==> src/rtl/flt_pkg.sv <==
// Shared half-precision definitions for the float datapath blocks.
package flt_pkg;

  localparam int unsigned BIAS   = 15;
  localparam int unsigned EXP_W  = 5;
  localparam int unsigned MANT_W = 10;

  typedef struct packed {
    logic              sign;
    logic [EXP_W-1:0]  exp;
    logic [MANT_W-1:0] mant;
  } half_t;

  typedef enum logic [2:0] {
    StIdle,
    StRdLo,
    StRdHi,
    StNorm,
    StRnd,
    StWrLo,
    StWrHi
  } conv_state_e;

endpackage

==> src/rtl/flt_round_rne.sv <==
// Round-to-nearest-even on a normalised half mantissa. Purely combinational.
// A mantissa carry-out renormalises by bumping the exponent.
module flt_round_rne
  import flt_pkg::*;
(
  input  logic [MANT_W-1:0] mant,
  input  logic [EXP_W-1:0]  exp,
  input  logic              guard,
  input  logic              round_bit,
  input  logic              sticky,
  output logic [MANT_W-1:0] rnd_mant,
  output logic [EXP_W-1:0]  rnd_exp
);

  logic inc;

  // Increment above half-way, or exactly half-way with an odd lsb.
  always_comb begin
    inc      = guard & (round_bit | sticky | mant[0]);
    rnd_mant = mant;
    rnd_exp  = exp;
    if (inc) begin
      if (&mant) begin
        rnd_mant = '0;
        rnd_exp  = exp + 5'd1;
      end else begin
        rnd_mant = mant + 10'd1;
      end
    end
  end

endmodule

==> src/rtl/int_to_flt_conv.sv <==
// Multi-cycle int16 -> half-precision converter working through byte-wide data_mem.
// Reads the integer little-endian, normalises one bit per cycle, rounds, then writes
// the float back little-endian. All memory-side outputs are registered and set on the
// edge that enters the state using them.
module int_to_flt_conv
  import flt_pkg::*;
#(
  parameter int unsigned SRC_ADDR = 0,
  parameter int unsigned DST_ADDR = 8
) (
  input  logic       clk,
  input  logic       reset,
  input  logic       start,
  output logic       done,
  output logic [7:0] mem_addr,
  output logic       mem_rd,
  output logic       mem_wr,
  output logic [7:0] mem_wdata,
  input  logic [7:0] mem_rdata
);

  localparam logic [7:0] SrcLo = 8'(SRC_ADDR);
  localparam logic [7:0] SrcHi = 8'(SRC_ADDR + 1);
  localparam logic [7:0] DstLo = 8'(DST_ADDR);
  localparam logic [7:0] DstHi = 8'(DST_ADDR + 1);
  // Exponent of a magnitude whose msb sits at bit 15.
  localparam logic [4:0] ExpTop = 5'(BIAS + 15);

  conv_state_e state;
  logic [7:0]  lo_q;
  logic        sign_q;
  logic [15:0] mag_q;
  logic [4:0]  exp_q;
  half_t       res_q;

  logic [15:0] in_word;
  logic [15:0] in_mag;
  logic [9:0]  rnd_mant;
  logic [4:0]  rnd_exp;

  // Assemble the integer and take its magnitude; -32768 wraps to 0x8000, still correct.
  always_comb begin
    in_word = {mem_rdata, lo_q};
    in_mag  = in_word[15] ? (~in_word + 16'd1) : in_word;
  end

  flt_round_rne u_round (
    .mant     (mag_q[14:5]),
    .exp      (exp_q),
    .guard    (mag_q[4]),
    .round_bit(mag_q[3]),
    .sticky   (|mag_q[2:0]),
    .rnd_mant (rnd_mant),
    .rnd_exp  (rnd_exp)
  );

  // Conversion sequencer with registered memory interface and done flag.
  always_ff @(posedge clk) begin
    if (reset) begin
      state     <= StIdle;
      done      <= 1'b0;
      mem_addr  <= '0;
      mem_rd    <= 1'b0;
      mem_wr    <= 1'b0;
      mem_wdata <= '0;
      lo_q      <= '0;
      sign_q    <= 1'b0;
      mag_q     <= '0;
      exp_q     <= '0;
      res_q     <= '0;
    end else begin
      unique case (state)
        StIdle: begin
          if (start) begin
            done     <= 1'b0;
            mem_addr <= SrcLo;
            mem_rd   <= 1'b1;
            state    <= StRdLo;
          end
        end
        StRdLo: begin
          lo_q     <= mem_rdata;
          mem_addr <= SrcHi;
          state    <= StRdHi;
        end
        StRdHi: begin
          mem_rd <= 1'b0;
          sign_q <= in_word[15];
          mag_q  <= in_mag;
          exp_q  <= ExpTop;
          if (in_mag == 16'd0) begin
            res_q     <= '0;
            mem_wr    <= 1'b1;
            mem_addr  <= DstLo;
            mem_wdata <= 8'h00;
            state     <= StWrLo;
          end else begin
            mem_addr <= '0;
            state    <= StNorm;
          end
        end
        StNorm: begin
          if (mag_q[15]) begin
            state <= StRnd;
          end else begin
            mag_q <= mag_q << 1;
            exp_q <= exp_q - 5'd1;
          end
        end
        StRnd: begin
          res_q     <= '{sign: sign_q, exp: rnd_exp, mant: rnd_mant};
          mem_wr    <= 1'b1;
          mem_addr  <= DstLo;
          mem_wdata <= rnd_mant[7:0];
          state     <= StWrLo;
        end
        StWrLo: begin
          mem_addr  <= DstHi;
          mem_wdata <= res_q[15:8];
          state     <= StWrHi;
        end
        StWrHi: begin
          mem_wr    <= 1'b0;
          mem_addr  <= '0;
          mem_wdata <= '0;
          done      <= 1'b1;
          state     <= StIdle;
        end
        default: state <= StIdle;
      endcase
    end
  end

endmodule
==> config.mk <==
export PLATFORM = sky130hd
export DESIGN_NAME = int_to_flt_conv
export DESIGN_NICKNAME = d
export VERILOG_FILES = /design/src/rtl/flt_pkg.sv /design/src/rtl/flt_round_rne.sv /design/src/rtl/int_to_flt_conv.sv
export SDC_FILE = /design/constraint.sdc
export NUM_CORES = 1
export LEC_CHECK = 0
export ABC_AREA = 1
export BUFFER_PORTS_ARGS = -buffer_cell sky130_fd_sc_hd__clkbuf_2
export CORE_UTILIZATION = 60
export CTS_CLUSTER_DIAMETER = 50
export CTS_CLUSTER_SIZE = 20
export DETAILED_ROUTE_END_ITERATION = 10
export GPL_TIMING_DRIVEN = 1
export HOLD_SLACK_MARGIN = 0.15
export PLACE_DENSITY = 0.88
export SYNTH_ARGS = -nofsm -noshare
export SYNTH_HDL_FRONTEND = slang
export SYNTH_SLANG_ARGS = --single-unit
==> constraint.sdc <==
create_clock -name clk -period 4.9 [get_ports clk]
set_clock_uncertainty 0.2 [all_clocks]
set_input_delay 0.98 -clock clk [delete_from_list [all_inputs] [get_ports clk]]
set_output_delay 0.98 -clock clk [all_outputs]
set_load 0.01 [all_outputs]
Word level (Yosys, flattened, before mapping)
Index checks and enable logic that the tools add are counted.
Word-level totals
  memories: 0
  output and inout bits: 19
  memory bits (writable): 0
  latch bits: 0
  logic and storage cells: 77
  register bits after elaboration: 68
  bits in read-only memories: 0
Operators by class
  $add $sub $neg: 4
  multiplexer cells: 26
  multipliers: 0
  $lt $le $gt $ge: 0
  eq/ne operators: 10
  reductions and logical operators: 19
  bitwise gates (word level): 4
  shift operators: 0
  divide/modulo/power cells: 0
Operators with widths (count)
  $pmux W16 S2: 2
  $mux W16: 3
  $pmux W8 S6: 1
  $pmux W8 S4: 1
  $mux W10: 2
  $pmux W3 S6: 1
  $add A16 B1 Y16 const B: 1
  $logic_not A16 Y1: 1
  $mux W8: 2
  $not A16 Y16: 1
  $reduce_and A2 Y1: 8
  $mux W5: 3
  $add A10 B1 Y10 const B: 1
  $pmux W5 S2: 1
  $reduce_and A10 Y1: 1
  $eq A3 B3 Y1 const B: 3
  $mux W3: 3
  $ne A2 B2 Y1 const B: 4
  $reduce_bool A2 Y1: 4
  $eq A3 B2 Y1 const B: 2
  $reduce_bool A6 Y1: 1
  $add A5 B1 Y5 const B: 1
  $sub A5 B1 Y5 const B: 1
  $mux W4: 1
  other kinds (10): 14

Depth between registers and ports, before layout
  depth after elaboration: 6
  mapped depth: 15

Modules after synthesis
Synthesis repeated with hierarchy kept, for this count alone.
Second synthesis, totals
  cells, all modules: 529
  area, all modules: 3388.2 um^2
By module, submodules not included
  int_to_flt_conv: cells each 449, area an instance 2955.3 um^2, sequential area each 1081.0 um^2, times used 1
  flt_round_rne: cells each 80, area an instance 432.9 um^2, sequential area each 0.0 um^2, times used 1

Worst setup path after synthesis
No wires, ideal clock.
  path kind: in2reg
  start: in mem_rdata[7]
  end: reg mem_wdata[0]
  arrival: 2.183 ns
  slack: 2.454 ns
  stages on the path: 12
  cells stage by stage: buf_6 buf_4 o21ai_0 nand2_1 nand2_1 nand2_1 nor3_2 nand3_2 nand2_4 buf_8 a21oi_1 nor2_1
Between the ends
  word-level cells in the longest chain between the ends: 6
RTL lines
  start, declared: line int_to_flt_conv.sv:19  | input logic [7:0] mem_rdata
  $not A16 Y16: line int_to_flt_conv.sv:44  | in_mag = in_word[15] ? (~in_word + 16'd1) : in_word;
  $add A16 B1 Y16: line int_to_flt_conv.sv:44
  $mux W16 *: line int_to_flt_conv.sv:44
  $logic_not A16 Y1 *: line int_to_flt_conv.sv:91  | if (in_mag == 16'd0) begin
  $ne A2 B2 Y1 (no source line) *
  $reduce_and A2 Y1 (no source line) *
  end signal, assigned: line int_to_flt_conv.sv:114  | mem_wdata <= rnd_mant[7:0];
  end signal, assigned: line int_to_flt_conv.sv:119  | mem_wdata <= res_q[15:8];
  end, declared: line int_to_flt_conv.sv:18  | output logic [7:0] mem_wdata,
Every way passes the cells marked *; elsewhere a longest branch is shown, timed or not.
A chain may end at the register's enable or synchronous reset.

Final worst setup path
  start: in mem_rdata[7]
  end: reg res_q[13] in the netlist's numbering
Between the ends
  word-level cells in the longest chain between the ends: 6
RTL lines
  $not A16 Y16: line int_to_flt_conv.sv:44
  $add A16 B1 Y16: line int_to_flt_conv.sv:44
  $mux W16 *: line int_to_flt_conv.sv:44
  $logic_not A16 Y1 *: line int_to_flt_conv.sv:91
  $ne A2 B2 Y1 (no source line) *
  $reduce_and A2 Y1 (no source line) *
  end signal, assigned: line int_to_flt_conv.sv:111  | res_q <= '{sign: sign_q, exp: rnd_exp, mant: rnd_mant};
  end, declared: line int_to_flt_conv.sv:34  | half_t res_q;
Marked as above.

==> flow_summary.json <==
{
  "outcome": "complete, no violations",
  "cts_hold_buffers": 0,
  "crit_path_cell_trace": "clkbuf_2 > inv_2 > nor2_1 > nand2_1 > nand2_1 > nand2_1 > nor2_2 > nand2_1 > nor2_1 > nand2_1 > nor2_1 > nand3_2 > nand3_1 > a21oi_1",
  "multiInputGateArea_sq_um": 1830,
  "crit_path_start_kind": "input pin",
  "post-route-period-util": 0.539,
  "edff_count_synth": 0,
  "vias_per_cell": 5.64,
  "seq_area_frac_synth": 0.337,
  "post_synth_inst_count": 494,
  "worst_path_max_delay_cell": "sky130_fd_sc_hd__clkbuf_2",
  "sequential_cell_area_sq_um": 1080,
  "placed_cells": 571,
  "achievable-frequency_mhz": 378,
  "tritoncts": "done",
  "leakage_nw": 1.44,
  "final.hold.worst_slack_ps": 270,
  "ctsLongestPathBuffers": 2,
  "min_delay_path_depth": 2,
  "wp_data_required_ps": 4870,
  "dieArea_sq_um": 5650,
  "fill_cells": 487,
  "synth-main-ff-cell": "sky130_fd_sc_hd__dfxtp_1",
  "rsz_0062_raised_after_global_routing": "no",
  "first_iter_violations": 261,
  "finalWirelength_microns": 7410,
  "post_synth_instance_area_sq_um": 3210,
  "postSynthRegisterBits": 54,
  "synth.avg_cell_area_sq_um": 6.50,
  "timing.critical_path.to_type": "flip-flop",
  "detail_route.wl_per_cell_microns": 12.8,
  "syn2layout_area_growth_pct": 5.65,
  "cts_setup_buffers": 0,
  "number_of_antenna_violations_at_the_first_check_in_global_routing": 0,
  "cts-root-buf": "sky130_fd_sc_hd__clkbuf_8",
  "drt_first_pass_iters": 5,
  "timing.rr.start": "state[0]$_SDFFE_PP0P_",
  "hold_viol": 0,
  "fin_crit_ps": 2640,
  "port_buffers": 23,
  "floorplan.die.width_microns": 75.2,
  "most-common-layout-cells": "sky130_fd_sc_hd__nand2_1, sky130_fd_sc_hd__dfxtp_1, sky130_fd_sc_hd__nand3_1",
  "power.ir.vdd_worst_uv": 295,
  "cp_data_arrival_time_ps": 2610,
  "worst-setup-path-type": "input pin to flip-flop",
  "setup_viol_count_final": 0,
  "regToRegSetupSlack_ps": 2420,
  "number_of_cells_on_the_worst_reg_to_reg_path": 9,
  "io_pins": 30,
  "transition_time_at_the_pin_with_the_least_slew_margin_ps": 759,
  "grt_max_degree": 35,
  "proportion_of_power_drawn_by_flip_flops_and_latches": 0.408,
  "p_comb_frac": 0.430,
  "synthDistinctLibCells": 40,
  "clkPwrFrac": 0.162,
  "cp_dominant_cell_by_count": "sky130_fd_sc_hd__nand2_1",
  "hold_start": "mem_addr[0]$_SDFFE_PP0P_",
  "h-tree-depth": 2,
  "timing.slew.headroom": 0.492,
  "ys_warn_count": 0,
  "layout.cells.most_common": "sky130_fd_sc_hd__nand2_1",
  "timing.critical_path.fanout_max": 19,
  "globalRoute.totalOverflow": 0,
  "number_of_maximum_capacitance_violations": 0,
  "finalMaxSlewViolations": 0,
  "clkLatencyLatePin_ps": 320,
  "cts_resizes": 0,
  "ant_nets": 0,
  "final_instance_count_without_filler_cells": 579,
  "placementRows": 26,
  "start_util": 0.625,
  "p_sw_frac": 0.436,
  "die_height_microns": 75.2,
  "worstHoldPathType": "flip-flop to flip-flop",
  "postSynth.asyncResetShare": 0,
  "finalSetupTns_ps": 0,
  "switching_power_w": 0.000689,
  "layout.cell_area.non_filler_sq_um": 3390,
  "vias_after_detailed_routing": 3263,
  "placed_cell_area_sq_um": 3300,
  "design.final.nets": 523,
  "critical_path.top_delay_family": "simple AND/OR/NAND/NOR gates",
  "cts-buffers-inserted": 5,
  "pwr_density_cell_nw_per_um2": 466,
  "r2r_end": "exp_q[3]$_SDFFE_PP0P_",
  "number_of_global_route_vias_before_repair": 2801,
  "cts_sinks": 54,
  "final_util": 0.660,
  "grt_first_pass_wirelength_microns": 12400,
  "p_int_w": 0.000891,
  "place_congestion": 0.917,
  "hold_path_end": "mem_addr[0]$_SDFFE_PP0P_",
  "cts.clk_slew.worst_paths_ps": 90,
  "residual_drc": 0,
  "place.detailed.hpwl_microns": 5500,
  "fp.coreArea_sq_um": 5140,
  "crit_buf_inv": 2,
  "layout-drive-gt1-share": 0.118,
  "num_antenna_cells": 0,
  "worst_path_largest_cell_delay_ps": 320,
  "grt.total_usage": 0.286
}
## power by group through the flow
| stage | Sequential, W | Combinational (W) | Clock [W] |
|---|---|---|---|
| 3_3_place_gp | 0.000645 | 0.000650 | 0 |
| 6_report | 0.000644 | 0.000679 | 0.000256 |
| 4_1_cts | 0.000641 | 0.000674 | 0.000259 |
| 3_5_place_dp | 0.000650 | 0.000669 | 0 |
| 5_1_grt | 0.000660 | 0.000774 | 0.000279 |
| 2_1_floorplan | 0.000637 | 0.000542 | 0 |
## per-layer routing
| metal | global-route usage | vias up | routed length [microns] |
|---|---|---|---|
| li1 | - | 1648 | - |
| met1 | 0.371 | 1479 | 3360 |
| met2 | 0.482 | 122 | 3520 |
| met3 | 0.0589 | 14 | 406 |
| met4 | 0.0844 | 0 | 119 |
| met5 | 0 | - | 0 |
## layout make-up
type,count,share of cell area
Clock buffer,7,0.0255
Sequential cell,54,0.319
Timing Repair Buffer,24,0.0361
Multi-Input combinational cell,374,0.538
Inverter,49,0.0542
Tap cell,70,0.0258
Clock inverter,1,0.00148
## state kept, by name, indices dropped and copies added (netlist names)
register,count
exp_q,5
mem_addr,2
lo_q,8
mag_q,16
state,3
sign_q,1
res_q,8
mem_wr,1
mem_rd,1
mem_wdata,8
done,1
## how the worst max path moves through the flow
stage,startpoint,endpoint,depth (start not counted)
global placement,mem_rdata[7],mem_wdata[2]$_SDFFE_PP0P_,14
global route,mem_rdata[7],res_q[10]$_SDFFE_PP0P_,14
floorplan,mem_rdata[7],mem_wdata[0]$_SDFFE_PP0P_,12
detailed placement,mem_rdata[7],res_q[13]$_SDFFE_PP0P_,14
finish,mem_rdata[7],res_q[13]$_SDFFE_PP0P_,14
CTS,mem_rdata[7],res_q[13]$_SDFFE_PP0P_,14
## synthesized netlist by cell type, types with 3 or more instances
cell,number,area [sq um]
sky130_fd_sc_hd__buf_4,7,52.6
sky130_fd_sc_hd__nand2_4,3,33.8
sky130_fd_sc_hd__buf_2,3,15.0
sky130_fd_sc_hd__ha_1,4,50.1
sky130_fd_sc_hd__o21bai_1,3,22.5
sky130_fd_sc_hd__nand2_1,141,529
sky130_fd_sc_hd__nand3_2,3,30.0
sky130_fd_sc_hd__nor2_4,3,33.8
sky130_fd_sc_hd__nor3_1,3,15.0
sky130_fd_sc_hd__nor2_1,44,165
sky130_fd_sc_hd__clkbuf_1,9,33.8
sky130_fd_sc_hd__dfxtp_1,54,1080
sky130_fd_sc_hd__nand3b_1,4,30.0
sky130_fd_sc_hd__inv_2,6,22.5
sky130_fd_sc_hd__nand3_1,46,230
sky130_fd_sc_hd__nand4_1,5,31.3
sky130_fd_sc_hd__a31oi_1,18,113
sky130_fd_sc_hd__nor2_2,8,50.1
sky130_fd_sc_hd__a21oi_1,38,190
sky130_fd_sc_hd__o21ai_0,26,130
sky130_fd_sc_hd__inv_1,43,161
## logic make-up (layout without fill, tap and decap cells)
| logic type | count (synthesis) | after routing | share of synthesized area |
|---|---|---|---|
| buf+inv | 71 | 81 | 0.101 |
| fa+ha+maj | 4 | 4 | 0.0156 |
| simple gates | 263 | 263 | 0.365 |
| flops | 54 | 54 | 0.337 |
| compound gates | 99 | 99 | 0.176 |
| xor+xnor | 2 | 2 | 0.00546 |
| other cells | 1 | 6 | 0.00117 |
## through the flow
stage	setup slack (ps)	power, W
floorplan	2450	0.00118
global placement	2050	0.00130
detailed placement	1950	0.00132
CTS	2290	0.00157
global route	2060	0.00171
finish	2260	0.00158
## worst register-to-register path: cells and delay by family, from the launching register on
kind | cells | cell delay (ps)
buf+inv | 2 | 340
simple gates | 5 | 1100
compound gates | 2 | 210
flops | 1 | 520
No activity file was read; power rests on OpenSTA's default activity.
